`config.mk`:
```
export PLATFORM = sky130hd
export DESIGN_NAME = m_logic_unit
export DESIGN_NICKNAME = d
export VERILOG_FILES = /design/src/rtl/m_logic_unit.sv
export SDC_FILE = /design/constraint.sdc
export NUM_CORES = 1
export LEC_CHECK = 0
export CORE_MARGIN = 1.5
export CORE_UTILIZATION = 43
export CTS_BUF_LIST = sky130_fd_sc_hd__clkbuf_8
export DETAILED_ROUTE_END_ITERATION = 8
export GPL_TIMING_DRIVEN = 1
export PLACE_DENSITY = 0.68
export SKIP_LAST_GASP = 1
export SYNTH_ARGS = -nofsm -noshare
export SYNTH_HDL_FRONTEND = slang
export SYNTH_SLANG_ARGS = --single-unit
```
`constraint.sdc`:
```
create_clock -name i_clk -period 3.3 [get_ports i_clk]
set_clock_uncertainty 0.15 [all_clocks]
set_input_delay 0.825 -clock i_clk [delete_from_list [all_inputs] [get_ports i_clk]]
set_output_delay 0.825 -clock i_clk [all_outputs]
set_load 0.02 [all_outputs]
```
`src/rtl/m_logic_unit.sv`:
```
// Two-stage pipelined bitwise logic unit with valid/ready handshakes, an
// accumulator usable as operand B, and zero/all-ones/parity result flags.
module m_logic_unit #(
    parameter int WIDTH = 8
) (
    input  logic             i_clk,
    input  logic             i_rst_n,
    input  logic             i_valid,
    output logic             o_ready,
    input  logic [2:0]       i_op,
    input  logic [WIDTH-1:0] i_a,
    input  logic [WIDTH-1:0] i_b,
    input  logic             i_acc,
    input  logic             i_acc_clr,
    output logic             o_valid,
    input  logic             i_ready,
    output logic [WIDTH-1:0] o_result,
    output logic             o_zero,
    output logic             o_ones,
    output logic             o_parity
);

    typedef enum logic [2:0] {
        OP_AND  = 3'd0,
        OP_NAND = 3'd1,
        OP_OR   = 3'd2,
        OP_NOR  = 3'd3,
        OP_XOR  = 3'd4,
        OP_XNOR = 3'd5,
        OP_NOTA = 3'd6,
        OP_PASS = 3'd7
    } op_e;

    logic             s1_valid;
    logic             s2_valid;
    logic [WIDTH-1:0] s1_result;
    logic [WIDTH-1:0] acc;
    logic [WIDTH-1:0] opnd_b;
    logic [WIDTH-1:0] func_r;
    logic             accept;
    logic             s2_load;

    // S1 may always accept unless both stages hold data and S2 cannot drain.
    assign o_ready = !s1_valid || !s2_valid || i_ready;
    assign accept  = i_valid && o_ready;
    assign s2_load = s1_valid && (!s2_valid || i_ready);
    assign opnd_b  = i_acc ? acc : i_b;
    assign o_valid = s2_valid;

    always_comb begin
        // NOTE: default assignment first so no path leaves func_r unassigned (no latch).
        func_r = '0;
        case (op_e'(i_op))
            OP_AND:  func_r = i_a & opnd_b;
            OP_NAND: func_r = ~(i_a & opnd_b);
            OP_OR:   func_r = i_a | opnd_b;
            OP_NOR:  func_r = ~(i_a | opnd_b);
            OP_XOR:  func_r = i_a ^ opnd_b;
            OP_XNOR: func_r = ~(i_a ^ opnd_b);
            OP_NOTA: func_r = ~i_a;
            OP_PASS: func_r = i_a;
            default: func_r = '0;
        endcase
    end

    // Stage 1 and accumulator; the op of a clearing beat already saw the old acc.
    always_ff @(posedge i_clk or negedge i_rst_n) begin
        if (!i_rst_n) begin
            // NOTE: non-blocking assignments for all state so every register samples pre-edge values.
            s1_valid  <= 1'b0;
            s1_result <= '0;
            acc       <= '0;
        end else if (accept) begin
            s1_valid  <= 1'b1;
            s1_result <= func_r;
            acc       <= i_acc_clr ? '0 : func_r;
        end else if (s2_load) begin
            s1_valid  <= 1'b0;
        end
    end

    // Stage 2 holds result and flags stable while the consumer stalls.
    always_ff @(posedge i_clk or negedge i_rst_n) begin
        if (!i_rst_n) begin
            s2_valid <= 1'b0;
            o_result <= '0;
            o_zero   <= 1'b0;
            o_ones   <= 1'b0;
            o_parity <= 1'b0;
        end else if (s2_load) begin
            s2_valid <= 1'b1;
            o_result <= s1_result;
            o_zero   <= ~|s1_result;
            o_ones   <= &s1_result;
            o_parity <= ^s1_result;
        end else if (s2_valid && i_ready) begin
            s2_valid <= 1'b0;
        end
    end

endmodule

```
* After elaboration in Yosys (flattened, before gate mapping) *
Cells that the tools add are included.

storage, ports and cells
  register bits = 29
  bits in latches = 0
  bits in writable memories = 0
  ROM bits = 0
  bits of input ports = 25
  output and inout port bits = 13
  memories kept = 0

cells by class
  add/sub/neg operators = 0
  multiply operators = 0
  div/mod/pow operators = 0
  order comparisons = 0
  equal/unequal tests = 7
  shifts and indexed selects = 0
  mux-type cells = 7
  bitwise gates (word level) = 7
  reduce and logical (&&, ||, !) cells = 15

operators by type and width
  cell                                                  number
  one-hot mux 8 bit (8 select lines)                    1
  NOT 8 bit                                             4
  2-to-1 mux 8 bit                                      2
  equality test 3 bit (second input constant)           4
  AND 8 bit                                             1
  bitwise OR 8 bit                                      1
  AND reduction 8 bit                                   1
  OR reduction 8 bit                                    1
  parity 8 bit                                          1
  bitwise XOR 8 bit                                     1
  equality test 3 x 2 -> 1 bit (second input constant)  2
  2-to-1 mux 1 bit                                      4
  nonzero test 2 bit                                    2
  equality test 3 x 1 -> 1 bit (second input constant)  1
  logical AND 1 bit                                     3
  logical NOT 1 bit                                     3
  logical NOT 3 bit                                     1
  logical OR 1 bit                                      3

* Longest topological paths before layout *
Gate-level depths: netlist (run 1).

  depth after elaboration = 5
  depth in mapped cells = 8

* Worst setup path after synthesis (run 1) *
OpenSTA, ideal clock, no wires.

  kind = in2reg
  from = input port i_acc
  to = register s1_result[4]
  setup time = 0.125 ns
  data arrival time = 2.597 ns
  required time = 3.025 ns
  setup slack = 0.428 ns
  stages = 6
  cell sequence = clkbuf_1 mux2i_1 ha_1 mux4_1 xor2_1 mux2_2

on the way
  cells in the longest elaborated chain, start to end = 4

RTL lines
  item                                             line        text
  start, declared                                  13          input logic i_acc,
  2-to-1 mux 8 bit (*)                             47          assign opnd_b = i_acc ? acc : i_b;
  bitwise XOR 8 bit, or another cell as far along  58, 59
  NOT 8 bit, on equally long branches              59, 55, 57
  one-hot mux 8 bit (8 select lines) (*)           53          case (op_e'(i_op))
  end signal, assigned                             75          s1_result <= func_r;
  end, declared                                    36          logic [WIDTH-1:0] s1_result;

Mark *: on every way between the ends. The rest lies on a longest branch, timed or not.
A chain may end at the register's enable or synchronous reset.

* Worst setup path after layout (run 1) *
  from = input port i_ready
  to = output port o_ready

on the way
  cells in the longest elaborated chain, start to end = 1

RTL lines
  item              line  text
  start, declared   16    input logic i_ready,
  logical OR 1 bit  44    assign o_ready = !s1_valid || !s2_valid || i_ready;
  end, declared     9     output logic o_ready,

Every way passes these cells.

==> results of run 1 <==
[worst max-delay path: cells and delay by family]
kind	cells	cell delay (ns)
simple gates	1	0.16
buf+inv	2	1.09
[power by group through the flow]
| stage | Clock [W] | Sequential (W) | Combinational, W |
|---|---|---|---|
| 2_1_floorplan | 0 | 0.000523 | 0.000263 |
| 3_3_place_gp | 0 | 0.000488 | 0.000457 |
| 3_5_place_dp | 0 | 0.000490 | 0.000470 |
| 4_1_cts | 0.000380 | 0.000485 | 0.000473 |
| 5_1_grt | 0.000400 | 0.000496 | 0.000522 |
| 6_report | 0.000373 | 0.000483 | 0.000466 |
[cells in the final DEF (no fill, tap or decap), types with 2 or more instances in the layout]
cell              n
mux2i_1           8
clkdlybuf4s50_1  37
ha_1             24
dfrtp_1          29
mux4_2            4
a22o_1            6
xnor2_1           6
mux2_2            6
inv_1            30
buf_4             5
a211oi_1          2
and3_1            2
xor2_1            5
a31oi_1           5
nand2_1          15
nor3_1            2
o21ai_0          11
nand2b_1          6
o41ai_1           2
o31ai_1           2
and2_1            3
nor2_1            2
clkbuf_8          6
o22ai_1           2
and4bb_2          2
nand4_1           2
a21oi_1           2
[flip-flops by register name (all words and copies together) (netlist names)]
register and count:
o_valid 1, o_parity 1, o_ones 1, o_result 8, s1_result 8, o_zero 1
acc 8, s1_valid 1
[synth_stat cells]
cell	number
buf_6	1
mux4_1	1
nor2b_1	1
ha_1	24
o221ai_1	1
nor2_1	2
buf_2	5
a21oi_1	2
a22oi_1	1
and2_1	3
nand2b_1	6
o31ai_1	2
xnor2_1	6
nor3_1	2
xor2_1	5
mux2i_1	8
a22o_1	6
nand4_1	2
and4bb_2	2
o41ai_1	2
buf_4	1
a31oi_1	5
nand2_1	15
nand3b_1	1
mux2_2	6
clkbuf_1	3
a211oi_1	2
o21ai_0	11
inv_1	29
and3_1	2
o22ai_1	2
nor4b_1	1
dfrtp_1	29
mux4_2	4
[final cells by class]
| cell class | instances | area (um^2) |
|---|---|---|
| clock buffer | 6 | 82.58 |
| clock inverter | 2 | 33.78 |
| fill | 410 | 1872 |
| inverter | 29 | 108.9 |
| multi-input combinational | 125 | 1089 |
| sequential | 29 | 725.7 |
| tap | 52 | 65.06 |
| timing repair buffer | 42 | 407.9 |
[worst paths after layout]
check,from,end
min in group asynchronous,i_rst_n,o_result[7]
worst max-delay path,i_ready,o_ready
max in group asynchronous,i_rst_n,s1_result[3]
worst min-delay path,o_result[1],o_result[1]
worst max register to register,acc[5],s1_result[5]
worst min register to register,o_result[1],o_result[1]
[metal layers]
| metal | part of all wire | global-route usage |
|---|---|---|
| met1 | 0.47 | 0.2247 |
| met2 | 0.47 | 0.2430 |
| met3 | 0.050 | 0.04843 |
| met4 | 0.0087 | 0.04403 |
| met5 | 0 | 0 |
[logic make-up (layout without fill, tap and decap cells)]
family | count (synthesis) | count (layout) | synth area share
mux | 19 | 19 | 0.1335
buf+inv | 39 | 79 | 0.08286
flops | 29 | 29 | 0.3669
fa+ha+maj | 24 | 24 | 0.1518
compound gates | 34 | 34 | 0.1138
simple gates | 37 | 37 | 0.1025
xor+xnor | 11 | 11 | 0.04870
[through the flow]
| stage | hold WS [ns] | util | instances |
|---|---|---|---|
| 5_1_grt | 0.3525 | 0.5731 | 285 |
| 4_1_cts | 0.3375 | 0.5731 | 285 |
| 3_3_place_gp | 0.3113 | 0.5465 | 277 |
| 2_1_floorplan | 0.2983 | - | 193 |
| 3_5_place_dp | 0.3236 | 0.5465 | 277 |
| 6_report | 0.3310 | 0.5731 | 285 |
==> results.cfg, run 1 <==
[cells_and_area]
layout-drive-gt1-share = 0.1030
stdcell_area_um2 = 2512
nets = 281
area_growth_pct = 27.01
n_antenna_cell = 0

[drt]
wire_per_inst_um = 12.88
drtIter0Drc = 74
drt-vias-per-instance = 5.168
routed_wl_um = 3670
num_vias = 1473
drc = 0
ant_nets = 0
drtPass1Iterations = 4

[timing]
setup_ws_ns = 0.2511
max_slew_margin = 0.6207
setup_viol = 0
hold_viol = 0
fin_crit_ns = 3.049
rsz0062_at_grt = no
fin_crit_sh = 0.9239
finalMaxSlewViolations = 0
max_freq_mhz = 328.0
worstMarginPinSlew_ns = 0.5672
final.setup.tns_ns = 0

[power]
total_power_w = 0.001322
pwr-share-comb = 0.352
peakVddDrop_mv = 0.2215
power.switching_w = 0.0004035
p_per_area_nw_per_um2 = 526.0
power_frac_clock = 0.282
p_seq_frac = 0.366
p_leak_nw = 1.208
switching_share = 0.3053
p_int_w = 0.0009181

[floorplan]
die_h_um = 70.83
num_io_pins = 38
std_cell_rows = 24
core_um2 = 4384
fp.dieW_um = 70.83
start_util = 0.4512
dieArea_um2 = 5016

[setup_path]
worstPathCellList = clkdlybuf4s50_1, nand3b_1, clkdlybuf4s50_1
crit_arrival_ns = 2.07
ff2ff_setup_slack_ns = 1.25
crit_slowest_cell = clkdlybuf4s50_1
cp-start-kind = primary input
required_ns = 2.32
critical_path_class = in -> out
endpoint_kind = primary output
cp_max_fo = 4
crit_top_cell = clkdlybuf4s50_1
ff2ff_path_depth = 5
critPathMaxStageDelay_ns = 0.63

[global_route]
gr-usage-all-layers = 0.1605
grt_max_degree = 30
overflow = 0
antenna_found_initial = 0
grt_pass1_vias = 1385
grt_first_pass_wirelength_um = 6417

[clock_tree]
numCtsBuffers = 5
hold_buffers = 0
cts_tree = built
clk_pin_slew_ns = 0.06
clkLatencyLatePin_ns = 0.28
cts_setup_buffers = 0
cts_buffer_depth = 2
cts_htree_levels = 2
cts-resized-gates = 0
clock-root-buffer = clkbuf_8
cts_sinks = 29

[synth]
synth_area_um2 = 1978
synth_warnings = 0
syn_inst = 193
yosysSeqAreaShare = 0.3669
synth_seq_cells = 29
synth.distinct_cells = 34
syn_nets = 242
synth_area_leaders = dfrtp_1 37%, ha_1 15%, inv_1 5.5%
synth_area_leader_cell = dfrtp_1
synth_area_per_cell_um2 = 10.25
synthDominantCellAreaShare = 0.3669

[hold_path]
hold_path_class = reg -> reg
min_path_cells = 2

[placement]
gp_congestion = 0.7585
portBuffers = 37
dpl.hpwl_um = 2819
post-place-ws_ns = -0.007388
place_area_um2 = 2396

[run]
max_cap_viol_count = 0

[outcome]
outcome = finished clean
Note: power is estimated with default switching activity, not from simulation.
==> run 2: changes to the inputs <==
==> constraint.sdc (replaced) <==
create_clock -name i_clk -period 3.3 [get_ports i_clk]
set_clock_uncertainty 0.15 [all_clocks]
set_input_delay 0.825 -clock i_clk [delete_from_list [all_inputs] [get_ports i_clk]]
set_output_delay 0.825 -clock i_clk [all_outputs]
set_load 0.005 [all_outputs]
==> results of run 2 <==
The final DEF is identical to that of run 1. Status: finished clean.
Main changes from that run: setup slack after layout 0.2511 ns -> 0.2737 ns; start point of the critical path i_ready -> i_acc; end point of the critical path o_ready -> acc[0]; total power 0.001322 W -> 0.001278 W; worst IR drop on VDD 0.2215 mV -> 0.2194 mV
